===== config.mk =====
export PLATFORM = sky130hd
export DESIGN_NAME = mdu_iter
export DESIGN_NICKNAME = d
export VERILOG_FILES = /design/src/rtl/mdu_pkg.sv /design/src/rtl/mdu_div_step.sv /design/src/rtl/mdu_iter.sv
export SDC_FILE = /design/constraint.sdc
export NUM_CORES = 2
export LEC_CHECK = 0
export ABC_AREA = 1
export CAP_MARGIN = 20
export CORE_MARGIN = 4
export CORE_UTILIZATION = 35
export DETAILED_ROUTE_END_ITERATION = 16
export HOLD_SLACK_MARGIN = 0.08
export PLACE_DENSITY = 0.55
export SYNTH_ARGS = -nofsm -noshare
export SYNTH_HDL_FRONTEND = slang
export SYNTH_SLANG_ARGS = --single-unit
export TNS_END_PERCENT = 30

===== constraint.sdc =====
create_clock -name clk -period 8.1 [get_ports clk]
set_clock_uncertainty 0.05 [all_clocks]
set_input_delay 1.62 -clock clk [delete_from_list [all_inputs] [get_ports clk]]
set_output_delay 1.62 -clock clk [all_outputs]
set_load 0.05 [all_outputs]

===== src/rtl/mdu_pkg.sv =====
// Shared constants for the iterative multiply/divide unit: one-hot op bit
// positions (MSB-first mul..remu) and the FSM state encoding.
package mdu_pkg;
  localparam int OP_W      = 8;
  localparam int OP_MUL    = 7;
  localparam int OP_MULH   = 6;
  localparam int OP_MULHSU = 5;
  localparam int OP_MULHU  = 4;
  localparam int OP_DIV    = 3;
  localparam int OP_DIVU   = 2;
  localparam int OP_REM    = 1;
  localparam int OP_REMU   = 0;

  typedef enum logic [1:0] {S_IDLE, S_MUL, S_DIV, S_DONE} state_e;
endpackage


===== src/rtl/mdu_div_step.sv =====
// One radix-2 restoring division step on unsigned magnitudes.
module mdu_div_step #(
  parameter int XLEN = 32
) (
  input  logic [XLEN-1:0] rem_i,
  input  logic            msb_i,
  input  logic [XLEN-1:0] dvs_i,
  output logic [XLEN-1:0] rem_o,
  output logic            q_o
);
  logic [XLEN:0] sh;
  logic [XLEN:0] diff;

  // rem_i < divisor keeps sh below 2*divisor, so the top bit of diff is a clean borrow
  assign sh    = {rem_i, msb_i};
  assign diff  = sh - {1'b0, dvs_i};
  assign q_o   = ~diff[XLEN];
  assign rem_o = q_o ? diff[XLEN-1:0] : sh[XLEN-1:0];
endmodule


===== src/rtl/mdu_iter.sv =====
// Iterative RISC-V M-extension unit: single-cycle multiply, XLEN-cycle
// restoring divide, with short-cut paths for divide-by-zero and overflow.
module mdu_iter
  import mdu_pkg::*;
#(
  parameter int XLEN = 32,
  parameter int OP_W = mdu_pkg::OP_W
) (
  input  logic            clk,
  input  logic            rst,
  input  logic            flush,
  input  logic            in_valid,
  output logic            in_ready,
  input  logic [OP_W-1:0] op,
  input  logic [XLEN-1:0] src1,
  input  logic [XLEN-1:0] src2,
  output logic            out_valid,
  input  logic            out_ready,
  output logic [XLEN-1:0] result
);
  localparam int              CW       = $clog2(XLEN) + 1;
  localparam logic [CW-1:0]   LAST     = CW'(XLEN - 1);
  localparam logic [XLEN-1:0] MOST_NEG = {1'b1, {(XLEN-1){1'b0}}};

  state_e            state_q;
  logic [OP_W-1:0]   op_q;
  logic [XLEN-1:0]   a_q, b_q, result_q;
  logic [XLEN-1:0]   rem_q, dvd_q, dvs_q;
  logic [CW-1:0]     cnt_q;
  logic              neg_q_q, neg_r_q, in_ready_q, out_valid_q;

  // accept-time decode
  logic            in_div, in_sgn, in_ovf, go_div;
  logic [XLEN-1:0] mag1_d, mag2_d;

  assign in_div = op[OP_DIV] | op[OP_DIVU] | op[OP_REM] | op[OP_REMU];
  assign in_sgn = op[OP_DIV] | op[OP_REM];
  assign in_ovf = in_sgn && (src1 == MOST_NEG) && (src2 == '1);
  assign go_div = in_div && (src2 != '0) && !in_ovf;
  assign mag1_d = (in_sgn && src1[XLEN-1]) ? -src1 : src1;
  assign mag2_d = (in_sgn && src2[XLEN-1]) ? -src2 : src2;

  // sign-extended operands make one unsigned multiplier serve all four variants
  logic            s1, s2;
  logic [2*XLEN-1:0] ma, mb, prod;
  logic [XLEN-1:0] short_res_d;

  assign s1   = op_q[OP_MULH] | op_q[OP_MULHSU];
  assign s2   = op_q[OP_MULH];
  assign ma   = {{XLEN{s1 & a_q[XLEN-1]}}, a_q};
  assign mb   = {{XLEN{s2 & b_q[XLEN-1]}}, b_q};
  assign prod = ma * mb;

  always_comb begin
    short_res_d = '0;
    if (op_q[OP_MUL])
      short_res_d = prod[XLEN-1:0];
    else if (op_q[OP_MULH] | op_q[OP_MULHSU] | op_q[OP_MULHU])
      short_res_d = prod[2*XLEN-1:XLEN];
    else if (op_q[OP_DIV] | op_q[OP_DIVU])
      short_res_d = (b_q == '0) ? '1 : a_q;
    else if (op_q[OP_REM] | op_q[OP_REMU])
      short_res_d = (b_q == '0) ? a_q : '0;
  end

  logic [XLEN-1:0] step_rem, q_fin, div_res_d;
  logic            step_q;

  mdu_div_step #(.XLEN(XLEN)) u_step (
    .rem_i (rem_q),
    .msb_i (dvd_q[XLEN-1]),
    .dvs_i (dvs_q),
    .rem_o (step_rem),
    .q_o   (step_q)
  );

  assign q_fin     = {dvd_q[XLEN-2:0], step_q};
  assign div_res_d = (op_q[OP_REM] | op_q[OP_REMU])
                   ? (neg_r_q ? -step_rem : step_rem)
                   : (neg_q_q ? -q_fin : q_fin);

  always_ff @(posedge clk) begin
    if (rst) begin
      state_q     <= S_IDLE;
      cnt_q       <= '0;
      result_q    <= '0;
      out_valid_q <= 1'b0;
      in_ready_q  <= 1'b1;
      op_q        <= '0;
      a_q         <= '0;
      b_q         <= '0;
      rem_q       <= '0;
      dvd_q       <= '0;
      dvs_q       <= '0;
      neg_q_q     <= 1'b0;
      neg_r_q     <= 1'b0;
    end else if (flush) begin
      state_q     <= S_IDLE;
      cnt_q       <= '0;
      out_valid_q <= 1'b0;
      in_ready_q  <= 1'b1;
    end else begin
      case (state_q)
        S_IDLE: if (in_valid) begin
          op_q       <= op;
          a_q        <= src1;
          b_q        <= src2;
          in_ready_q <= 1'b0;
          cnt_q      <= '0;
          rem_q      <= '0;
          dvd_q      <= mag1_d;
          dvs_q      <= mag2_d;
          neg_q_q    <= in_sgn & (src1[XLEN-1] ^ src2[XLEN-1]);
          neg_r_q    <= in_sgn & src1[XLEN-1];
          state_q    <= go_div ? S_DIV : S_MUL;
        end
        S_MUL: begin
          result_q    <= short_res_d;
          out_valid_q <= 1'b1;
          state_q     <= S_DONE;
        end
        S_DIV: begin
          rem_q <= step_rem;
          dvd_q <= q_fin;
          cnt_q <= cnt_q + 1'b1;
          if (cnt_q == LAST) begin
            result_q    <= div_res_d;
            out_valid_q <= 1'b1;
            state_q     <= S_DONE;
          end
        end
        S_DONE: if (out_ready) begin
          out_valid_q <= 1'b0;
          in_ready_q  <= 1'b1;
          state_q     <= S_IDLE;
        end
        default: begin
          state_q     <= S_IDLE;
          out_valid_q <= 1'b0;
          in_ready_q  <= 1'b1;
        end
      endcase
    end
  end

  assign in_ready  = in_ready_q;
  assign out_valid = out_valid_q;
  assign result    = result_q;
endmodule


==> flow_summary.yaml <==
outcome:
  status: "complete, no violations"
synthesis:
  yosysTopAreaCell: "fa_1"
  synthMostInstantiatedCell: "nand2_1"
  synth_area_leaders: "fa_1 41%, nand2_1 13%, inv_1 13%"
  ys_async_sr_fraction_pct: 0
  yosysWarnings: 0
  synth_cell_types: 58
  ys.flop_type: "dfxtp_1"
  synth_top_area_share_pct: 41.34
  synth_cells: 7383
  synth_area_sq_um: 54520
  synth_seq_area_share_pct: 7.748
  ys_ff_latch: 211
  yosys-top-cells-count: "1866 x nand2_1, 1848 x inv_1, 1126 x fa_1"
  synth-edff-count: 0
  synth.net_count: 8839
  synth.avg_cell_area_sq_um: 7.385
pwr:
  power_density_nw_per_um2: 129.9
  total_power_mw: 8.182
  leakage_nw: 33.18
  ir_drop_mv: 0.1617
timing:
  final_hold_viol_count: 0
  setup_viol_count_final: 0
  period_minus_slack_ns: 7.927
  rsz0062_at_grt: "true"
  fin_crit_sh_pct: 97.87
  slew_violations: 0
  worst_pin_slew_ns: 1.202
  fmax_mhz: 126.1
  relSlewSlack_pct: 19.35
floorplan:
  die_w_um: 402.7
  dieArea_sq_um: 162200
  initial_utilization_pct: 35.31
  die_height_um: 402.7
  coreArea_sq_um: 154400
  core.rowCount: 144
  io_pins: 111
grt:
  grt_pass1_wl_um: 310400
  grt_pass1_vias: 49930
  grt_overflow: 0
  grt_max_degree: 81
  antenna_found_initial: 11
  grt.total_usage_pct: 24.99
detailed_routing:
  wl_per_cell_um: 21.35
  totalWireLength_um: 206900
  first_pass_iters: 6
  vias: 48450
  drt_iter0_drc: 4194
  drc: 0
  ant_nets: 0
  vias_per_cell: 4.999
cts:
  htree_levels: 1
  clock_sinks: 211
  cts_buffers: 29
  cts_root_buf: "clkbuf_16"
  clockBufferDepth: 3
  clkTransAtPathRegs_ns: 0.06
  cts_tree: "done"
  clk_latency_ns: 0.60
  hold_buffers: 0
job:
  cap_viol_max_count: 0
layout:
  drive_above_1_share_pct: 10.70
  fin_area_sq_um: 62980
  final_nets: 9081
  area_growth_pct: 15.52
  nFillCells: 15970
setup_path:
  cp_slowest_cell: "fa_1"
  slowest_delay_ns: 0.57
  crit_family: "adder cells"
  endpoint_kind: "flop"
  critPathRequiredTime_ns: 8.55
  path_buf_inv: 12
  path_common_cell: "buf_4"
  critical_path_class: "flop to flop"
  crit_path_max_fanout: 5
  startpoint_type: "flop"
  arrival_ns: 8.38
placement:
  port_buffers: 110
  dp_hpwl_um: 166300
  placed_area_sq_um: 60860
  gp_congestion: 1.002
min_path:
  min_path_type: "flop to flop"
## report_power, final
part           switching, mW  internal (mW)  leakage (nW)  total (mW)
Clock                  0.569          0.842         0.495        1.41
Combinational           3.49           2.09          30.9        5.58
Sequential            0.0930           1.10          1.73        1.19
## per-stage QoR
stage	setup WS, ns	instances	hold slack (ns)	TNS [ns]	utilization (%)
floorplan	0.05360	7383	0.3953	0	-
global placement	-0.3545	9604	0.4110	-1.211	39.42
detailed placement	-0.3011	9604	0.4097	-1.130	39.42
CTS	-0.02956	9656	0.4183	-0.02956	40.13
global route	-0.07800	9691	0.4491	-0.5276	40.79
finish	0.1728	9692	0.4191	0	40.79
## sequential cells by signal, summed over array words and instances (netlist names)
| register | cells |
|---|---|
| out_valid | 1 |
| neg_r_q | 1 |
| a_q | 32 |
| in_ready | 1 |
| cnt_q | 6 |
| dvd_q | 32 |
| rem_q | 32 |
| dvs_q | 31 |
| b_q | 32 |
| op_q | 8 |
| neg_q_q | 1 |
| state_q | 2 |
| result | 32 |
## timing repair
action,in CTS,in global routing
gates cloned,0,7
buffers inserted,1,25
gates resized for setup,28,193
setup endpoints to repair,17,31
pin swaps,10,42
## final timing paths
kind / start / end / slack, ns / depth (start not counted)
max: a_q[31] / result[12] / 0.17 / 34
min reg2reg: result[4] / result[4] / 0.42 / 2
max reg2reg: a_q[31] / result[12] / 0.17 / 34
min: result[4] / result[4] / 0.42 / 2
## cell usage in the layout (no fill, tap or decap), drive strengths merged, types with 39 or more instances in the layout
cell type,n
nand3,220
dfxtp,211
nor3,59
ha,253
clkbuf,46
inv,1863
a31oi,39
o21ai,281
nand2,1910
buf,476
nor2,377
fa,1126
xnor2,39
clkdlybuf4s50,109
a21oi,326
## cell type report
cell class | instances | area, sq um | area share [%]
antenna | 3 | 7.507 | 0.01192
clock buffer | 38 | 829.5 | 1.317
clock inverter | 13 | 177.7 | 0.2821
inverter | 1865 | 7002 | 11.12
multi-input combinational | 4925 | 42370 | 67.28
sequential | 211 | 4282 | 6.798
tap | 2044 | 2557 | 4.061
timing repair buffer | 593 | 5752 | 9.132
## cell families after synthesis
logic type	share of synthesized area (%)
compound gates	8.119
buf+inv	15.58
flops	7.748
simple gates	20.26
fa+ha+maj	47.15
xor+xnor	1.141
## layer usage
| metal | wire length [um] | vias to the layer above | GRT usage (%) |
|---|---|---|---|
| li1 | - | 22160 | - |
| met1 | 89640 | 24290 | 34.91 |
| met2 | 95320 | 1745 | 41.02 |
| met3 | 14470 | 256 | 2.826 |
| met4 | 7505 | 0 | 7.250 |
| met5 | 0 | - | 0 |
## worst register-to-register path: cells and delay by family (launching register included)
family	cells	cell delay, ns
fa+ha+maj	9	4.25
compound gates	4	0.69
simple gates	9	1.10
buf+inv	12	1.40
flops	1	0.34
Note: power is estimated with default switching activity, not from simulation.
